[src/rtl/bus_bridge_uart_framer.sv]
// bus_bridge_uart_framer: sends bus requests as checksummed UART frames and collects the matching
// response frame; a missing or corrupt reply is retried a bounded number of times, then reported as an error
module bus_bridge_uart_framer #(
  parameter int ADDR_W = 16,
  parameter int DATA_W = 8,
  parameter int TIMEOUT_CYCLES = 100000,
  parameter int MAX_RETRY = 2,
  parameter logic [7:0] SYNC_BYTE = 8'hA5
) (
  input  logic              clk,
  input  logic              rst,
  input  logic              req_valid,
  input  logic [ADDR_W-1:0] req_addr,
  input  logic [DATA_W-1:0] req_wdata,
  input  logic              req_is_write,
  output logic              req_ready,
  output logic              resp_valid,
  output logic [DATA_W-1:0] resp_rdata,
  output logic              resp_is_write,
  output logic              resp_err,
  input  logic              resp_ready,
  output logic [7:0]        tx_data,
  output logic              tx_wr_en,
  input  logic              tx_busy,
  input  logic [7:0]        rx_data,
  input  logic              rx_ready,
  output logic              rx_ready_clr
);
  localparam int AB = ADDR_W / 8;
  localparam int DB = DATA_W / 8;
  localparam int PL = 1 + AB + DB;
  localparam int NB = PL + 2;
  localparam int IW = $clog2(NB);
  localparam int TW = $clog2(TIMEOUT_CYCLES + 1);
  localparam int RW = $clog2(MAX_RETRY + 2);
  localparam int CW = $clog2(DB + 1);
  localparam logic [IW-1:0] I_LAST = IW'(NB - 1);
  localparam logic [TW-1:0] T_LAST = TW'(TIMEOUT_CYCLES - 1);
  localparam logic [RW-1:0] R_MAX = RW'(MAX_RETRY);
  localparam logic [CW-1:0] C_LAST = CW'(DB - 1);

  typedef enum logic [1:0] {IDLE, SEND, WAIT, AWAIT_RESP} tx_state_t;
  typedef enum logic [2:0] {HUNT, FLAGS, DATA, CHECK, HOLD} rx_state_t;

  tx_state_t         tx_state;
  rx_state_t         rx_state;
  logic [NB*8-1:0]   frame, new_frame;
  logic [PL*8-1:0]   payload;
  logic [7:0]        csum;
  logic [IW-1:0]     idx;
  logic [TW-1:0]     tcnt;
  logic [RW-1:0]     retries;
  logic [1:0]        seq;
  logic              busy_q;
  logic              rx_ready_q, rx_rise;
  logic [3:0]        rx_flags;
  logic [7:0]        rx_csum;
  logic [DATA_W-1:0] rx_buf;
  logic [CW-1:0]     rx_cnt;
  logic              good_frame, timeout_hit, retry_start, give_up;

  // The whole frame is built once at acceptance so a retry replays it byte-for-byte
  always_comb begin
    payload = {{DATA_W{req_is_write}} & req_wdata, req_addr, 5'b0, seq, req_is_write};
    csum = '0;
    for (int i = 0; i < PL; i++) csum ^= payload[i*8 +: 8];
    new_frame = {csum, payload, SYNC_BYTE};
  end

  assign rx_rise     = rx_ready && !rx_ready_q;
  assign good_frame  = rx_state == CHECK && rx_rise && rx_data == rx_csum &&
                       rx_flags[2:0] == frame[10:8] && tx_state == AWAIT_RESP;
  assign timeout_hit = tx_state == AWAIT_RESP && tcnt == T_LAST && !good_frame;
  assign retry_start = timeout_hit && retries < R_MAX;
  assign give_up     = timeout_hit && !(retries < R_MAX);

  always_ff @(posedge clk or posedge rst) begin
    if (rst) begin
      tx_state  <= IDLE;
      req_ready <= 1'b0;
      tx_data   <= '0;
      tx_wr_en  <= 1'b0;
      busy_q    <= 1'b0;
      frame     <= '0;
      idx       <= '0;
      tcnt      <= '0;
      retries   <= '0;
      seq       <= '0;
    end else begin
      tx_wr_en <= 1'b0;
      busy_q   <= tx_busy;
      case (tx_state)
        IDLE:
          if (req_valid && req_ready) begin
            frame     <= new_frame;
            seq       <= seq + 2'd1;
            retries   <= '0;
            idx       <= '0;
            req_ready <= 1'b0;
            tx_state  <= SEND;
          end else req_ready <= !(resp_valid && !resp_ready);
        SEND:
          if (!tx_busy) begin
            tx_data  <= frame[idx*8 +: 8];
            tx_wr_en <= 1'b1;
            tx_state <= WAIT;
          end
        WAIT:
          if (busy_q && !tx_busy) begin
            idx      <= idx + 1'b1;
            tcnt     <= '0;
            tx_state <= idx == I_LAST ? AWAIT_RESP : SEND;
          end
        AWAIT_RESP: begin
          tcnt <= tcnt + 1'b1;
          if (good_frame || give_up) tx_state <= IDLE;
          else if (retry_start) begin
            retries  <= retries + 1'b1;
            idx      <= '0;
            tx_state <= SEND;
          end
        end
        default: tx_state <= IDLE;
      endcase
    end
  end

  // Response registers are owned here; a timeout give-up reports through the same path
  always_ff @(posedge clk or posedge rst) begin
    if (rst) begin
      rx_state      <= HUNT;
      rx_ready_q    <= 1'b0;
      rx_ready_clr  <= 1'b0;
      rx_flags      <= '0;
      rx_csum       <= '0;
      rx_buf        <= '0;
      rx_cnt        <= '0;
      resp_valid    <= 1'b0;
      resp_rdata    <= '0;
      resp_is_write <= 1'b0;
      resp_err      <= 1'b0;
    end else begin
      rx_ready_q   <= rx_ready;
      rx_ready_clr <= rx_rise;
      if (retry_start) rx_state <= HUNT;
      else if (rx_rise || rx_state == HOLD)
        case (rx_state)
          HUNT: if (rx_data == SYNC_BYTE) rx_state <= FLAGS;
          FLAGS: begin
            rx_flags <= rx_data[3:0];
            rx_csum  <= rx_data;
            rx_cnt   <= '0;
            rx_state <= DATA;
          end
          DATA: begin
            rx_buf   <= (rx_buf >> 8) | (DATA_W'(rx_data) << (DATA_W - 8));
            rx_csum  <= rx_csum ^ rx_data;
            rx_cnt   <= rx_cnt + 1'b1;
            rx_state <= rx_cnt == C_LAST ? CHECK : DATA;
          end
          CHECK: rx_state <= good_frame ? HOLD : HUNT;
          HOLD: if (resp_valid && resp_ready) rx_state <= HUNT;
          default: rx_state <= HUNT;
        endcase
      if (good_frame) begin
        resp_valid    <= 1'b1;
        resp_rdata    <= rx_buf;
        resp_is_write <= rx_flags[0];
        resp_err      <= rx_flags[3];
      end else if (give_up) begin
        resp_valid    <= 1'b1;
        resp_rdata    <= '0;
        resp_is_write <= frame[8];
        resp_err      <= 1'b1;
      end else if (resp_valid && resp_ready) begin
        resp_valid    <= 1'b0;
        resp_rdata    <= '0;
        resp_is_write <= 1'b0;
        resp_err      <= 1'b0;
      end
    end
  end
endmodule

[config.mk]
export PLATFORM = sky130hd
export DESIGN_NAME = bus_bridge_uart_framer
export DESIGN_NICKNAME = d
export VERILOG_FILES = /design/src/rtl/bus_bridge_uart_framer.sv
export SDC_FILE = /design/constraint.sdc
export NUM_CORES = 1
export LEC_CHECK = 0
export CORE_MARGIN = 1
export CORE_UTILIZATION = 30
export DETAILED_ROUTE_END_ITERATION = 8
export SLEW_MARGIN = 20
export SYNTH_ARGS = -nofsm -noshare
export SYNTH_HDL_FRONTEND = slang
export SYNTH_SLANG_ARGS = --single-unit
[constraint.sdc]
create_clock -name clk -period 3.8 [get_ports clk]
set_input_delay 0.76 -clock clk [delete_from_list [all_inputs] [get_ports clk]]
set_output_delay 0.76 -clock clk [all_outputs]
set_load 0.02 [all_outputs]
---- After elaboration in Yosys (flattened, before gate mapping) ----
Cells that the tools add are included.
storage, ports and cells
  register bits ........................... 113
cells by class
  add/sub/neg operators ................... 5
  order comparisons ....................... 1
  equal/unequal tests ..................... 20
  shifts and indexed selects .............. 1
  multiplexer cells ....................... 39
  bitwise gates (word level) .............. 7
  reductions and logical operators ........ 39
operators by type and width
  kind                     count
  $shiftx A48 B7 Y8        1
  $pmux W17 S2             1
  $mux W3                  9
  $mux W8                  3
  $xor A8 B8 Y8            3
  $mux W2                  9
  $add A17 B1 Y17 const B  1
  $eq A17 B17 Y1 const B   1
  $mux W17                 1
  $pmux W8 S2              1
  $pmux W3 S5              1
  $logic_and A1 B1 Y1      13
  $reduce_and A3 Y1        4
  $mux W1                  10
  $ne A2 B2 Y1 const B     5
  $pmux W3 S3              1
  $and A8 B8 Y8            1
  $eq A8 B8 Y1             1
  $eq A8 B8 Y1 const B     1
  $pmux W2 S4              1
  $reduce_and A4 Y1        2
  $reduce_bool A2 Y1       4
  $xor A3 B8 Y8            1
  $eq A3 B2 Y1 const B     2
  other kinds (21)         35

---- Depth between registers and ports, before layout ----
  depth after elaboration ................. 12
  depth in mapped cells ................... 8
  mapped depth without buffers ............ 6

---- Worst setup path after synthesis ----
Ideal clock, no wire load.
  path type ............................... in2reg
  start point ............................. in rx_ready
  end point ............................... reg tx_state[0]
  arrival time ............................ 2131 ps
  path slack .............................. 1518 ps
  stages on the path ...................... 5
  path buffers ............................ 1
  path through ............................ nor3b_1 -> nand4_1 -> nor4_4 -> clkbuf_1 -> o2111ai_1
between the ends
  cells in the longest elaborated chain, start to end .. 11
  elaborated cells on any way between the ends .. 14
  those cells by class .................... eq/ne (1); mux (2); reduce/logical (11)
ends and longest elaborated chain
  item                                                                      RTL line  text
  from (decl)                                                               26        input logic rx_ready,
  $logic_and A1 B1 Y1 (*)                                                   70        assign rx_rise = rx_ready && !rx_ready_q;
  $logic_and A1 B1 Y1 (*) (3 in series)                                     71        assign good_frame = rx_state == CHECK && rx_rise && rx_data == rx_csum &&
  $logic_and A1 B1 Y1 (*)                                                   72        rx_flags[2:0] == frame[10:8] && tx_state == AWAIT_RESP;
  $logic_not A1 Y1                                                          73        assign timeout_hit = tx_state == AWAIT_RESP && tcnt == T_LAST && !good_frame;
  $logic_and A1 B1 Y1                                                       73
  $logic_and A1 B1 Y1                                                       75        assign give_up = timeout_hit && !(retries < R_MAX);
  $logic_or A1 B1 Y1                                                        116       if (good_frame || give_up) tx_state <= IDLE;
  $ne A3 B2 Y1 (no source line) / $mux W2 (equally long branches)           n/a
  $reduce_and A4 Y1 (no source line) / $pmux W2 S4 (equally long branches)  n/a
  to (signal assigned)                                                      112       tx_state <= idx == I_LAST ? AWAIT_RESP : SEND;
  to (decl)                                                                 45        tx_state_t tx_state;
Every way passes the cells marked *; elsewhere a longest branch is shown, timed or not.
A chain may end at the register's enable or synchronous reset.

---- Worst setup path after layout ----
  start point ............................. in rx_ready
  end point ............................... reg resp_rdata[2]
between the ends
  cells in the longest elaborated chain, start to end .. 10
  elaborated cells on any way between the ends .. 11
  those cells by class .................... mux (2); reduce/logical (9)
ends and longest elaborated chain
  item                                   RTL line  text
  $logic_and A1 B1 Y1 (*)                70
  $logic_and A1 B1 Y1 (*) (3 in series)  71
  $logic_and A1 B1 Y1 (*)                72
  $logic_not A1 Y1                       73
  $logic_and A1 B1 Y1                    73
  $logic_and A1 B1 Y1                    75
  $mux W8                                170       end else if (give_up) begin
  $mux W8                                165       if (good_frame) begin
  to (signal assigned)                   167       resp_rdata <= rx_buf;
  to (decl)                              18        output logic [DATA_W-1:0] resp_rdata,
Marks and branches as above.

==> flow_summary.ini <==
[status]
status = complete, no violations

[clock_network]
cts_resized = 0
cts.sinks = 110
clockBufferDepth = 2
post-cts-setup-buffers = 0
cts_made_buffers = 9
path_clk_slew_ps = 70
cts_max_level = 3
hold_buffers = 0
tritoncts = yes
cts_root_buffer = clkbuf_16
clk_latency_ps = 350

[timing]
slew_headroom = 0.339
hold_viol = 0
post-route-period-util = 0.682
finClkSkew_ps = 9.36
post-route-min-period_ps = 2590
rsz0062_at_grt = no
max_freq_ghz = 0.386
tightest_slew_ps = 987
drv_slew = 0
finalSetupTns_ps = 0
finalSetupViolations = 0

[setup_path]
reg2reg_to = rx_flags[3]
cp-end-kind = flip-flop
required_ps = 4040
regToRegStartpoint = tcnt[0]
cp-start-kind = input pin
ff2ff_path_depth = 6
critPathMaxFanout = 8
ff2ff_setup_slack_ps = 1390
path_class = input pin to flip-flop
worstPathArrival_ps = 2830

[power_and_ir_drop]
finalPower_uw = 4430
p_comb_frac = 0.307
p_clk_frac = 0.224
p_leak_uw = 0.00268
switchingPower_uw = 1560
irDropWorstVdd_v = 0.000242
power_density_mw_per_mm2 = 689
intPower_uw = 2880
p_seq_frac = 0.469
p_sw_frac = 0.351

[finish]
drive_above_1_share = 0.0883
final_util = 0.372
antenna_cells = 0
area_delta_synth_final_pct = 21.5
final_nets = 626

[synth]
synth_area_per_cell_um2 = 9.97
synth_edf_count = 0
netlist-cell-type-count = 53
synth_ff_type = dfrtp_1
synthTopCellsByCount = nand2_1, dfrtp_1, o21ai_0
syn_inst = 531
synth_area_leader_cell = dfrtp_1
synth_nets = 573
netlist_area_mm2 = 0.00530
synthArstFlopShare = 1.00
ys_seq_elements = 110
synth_top_area_share = 0.520
synthTopCellsByArea = dfrtp_1, nand2_1, xnor2_1
ys_seq_area_frac = 0.520
yosysWarnings = 0
post-synth-top-count-cell = nand2_1

[routing]
wl_per_cell_um = 15.0
routed_via_density = 4.94
initialDrtViolationCount = 258
drc_errors = 0
antenna_left = 0
routed_wl_mm = 12.2
vias = 4018
drt_first_pass_iters = 7

[grt]
antenna_found_initial = 0
gr-total-overflow = 0
grt_max_degree = 61
grt_pass1_wl_mm = 19.7
grtUsageTotal = 0.139
grt_pass1_vias = 3805

[min_path]
hold_class = flip-flop to flip-flop
min-delay-start = frame[25]
whs_path_depth = 2
min_to = frame[25]

[floorplanning]
dieArea_mm2 = 0.0182
initial_utilization = 0.306
ios = 61
die_w_um = 135
coreArea_mm2 = 0.0173
fp-row-count = 48
dieHeight_um = 135

[placement]
portBuffers = 60
dp_hpwl_mm = 8.63
place.gp.congestion = 0.798

[job]
drv_cap = 0
-- cell usage in the layout, fill, tap and decap left out, types with 12 or more instances in the layout --
master | synthesis | layout
nand2_1 | 114 | 114
a21oi_1 | 18 | 18
nor2_1 | 19 | 19
o21ai_0 | 46 | 46
dfrtp_1 | 110 | 110
nand2b_1 | 12 | 12
mux2_2 | 19 | 19
clkdlybuf4s50_1 | 0 | 60
nand3_1 | 20 | 19
xnor2_1 | 27 | 27
-- metal layers --
layer	share of wire	wire, um	up-vias	GRT usage
met2	0.47	5770	64	0.212
met1	0.48	5790	1982	0.193
met4	0.020	243	0	0.0562
li1	-	-	1956	-
met5	0	0	-	0
met3	0.031	374	16	0.0270
-- registers in the layout (all words and copies together) (netlist names), 2 cells and up --
name        count
tx_data         8
tcnt           17
rx_buf          8
seq             2
frame          36
idx             3
rx_flags        4
resp_rdata      8
tx_state        2
retries         2
rx_state        3
rx_csum         8
-- critical path, cell delays in order --
cell and delay (ps):
clkdlybuf4s50_1 510, nor3b_1 460, nand4_1 230, nor4_4 410, a211oi_1 230, a22o_1 240
-- through the flow --
step | hold WS, ps | setup WS, ps | std cells | cell area [um^2]
2_1_floorplan | 440 | 138 | 531 | 5300
3_5_place_dp | 459 | 863 | 798 | 6120
5_1_grt | 503 | 1030 | 814 | 6440
3_3_place_gp | 453 | 948 | 798 | 6120
6_report | 476 | 1210 | 814 | 6440
4_1_cts | 477 | 1220 | 814 | 6440
-- worst max-delay path by stage --
| stage | start | endpoint | depth (start not counted) |
|---|---|---|---|
| after global placement | rx_ready | tx_state[0] | 6 |
| after detailed placement | rx_ready | resp_rdata[7] | 6 |
| after global routing | rx_ready | tx_state[0] | 6 |
| after CTS | rx_ready | resp_rdata[6] | 6 |
| after floorplan | rst | busy_q | 1 |
| final | rx_ready | resp_rdata[2] | 6 |
-- cells by family (layout without fill, tap and decap cells) --
logic type,count (synthesis),after routing,share of synthesized area
xor+xnor,30,30,0.0496
mux,33,33,0.0735
buf+inv,33,91,0.0288
flops,110,110,0.520
compound gates,102,102,0.118
simple gates,220,220,0.203
fa+ha+maj,3,3,0.00709
-- layout make-up --
cell class              instances  area (um^2)
inverters                       9         36.3
clock buffers                  12          267
multi-input cells             388         2400
flip-flops and latches        110         2750
repair buffers                 66          646
clock inverters                 4         53.8
fillers                      1737        10900
well taps                     225          282
-- power by group through the flow --
| stage | Sequential, uW | Clock, uW | Combinational (uW) |
|---|---|---|---|
| floorplan | 1960 | 0 | 1050 |
| global placement | 2070 | 0 | 1340 |
| detailed placement | 2100 | 0 | 1370 |
| CTS | 2080 | 1020 | 1380 |
| global route | 2150 | 1060 | 1530 |
| finish | 2080 | 992 | 1360 |
Note: power is estimated with default switching activity, not from simulation.
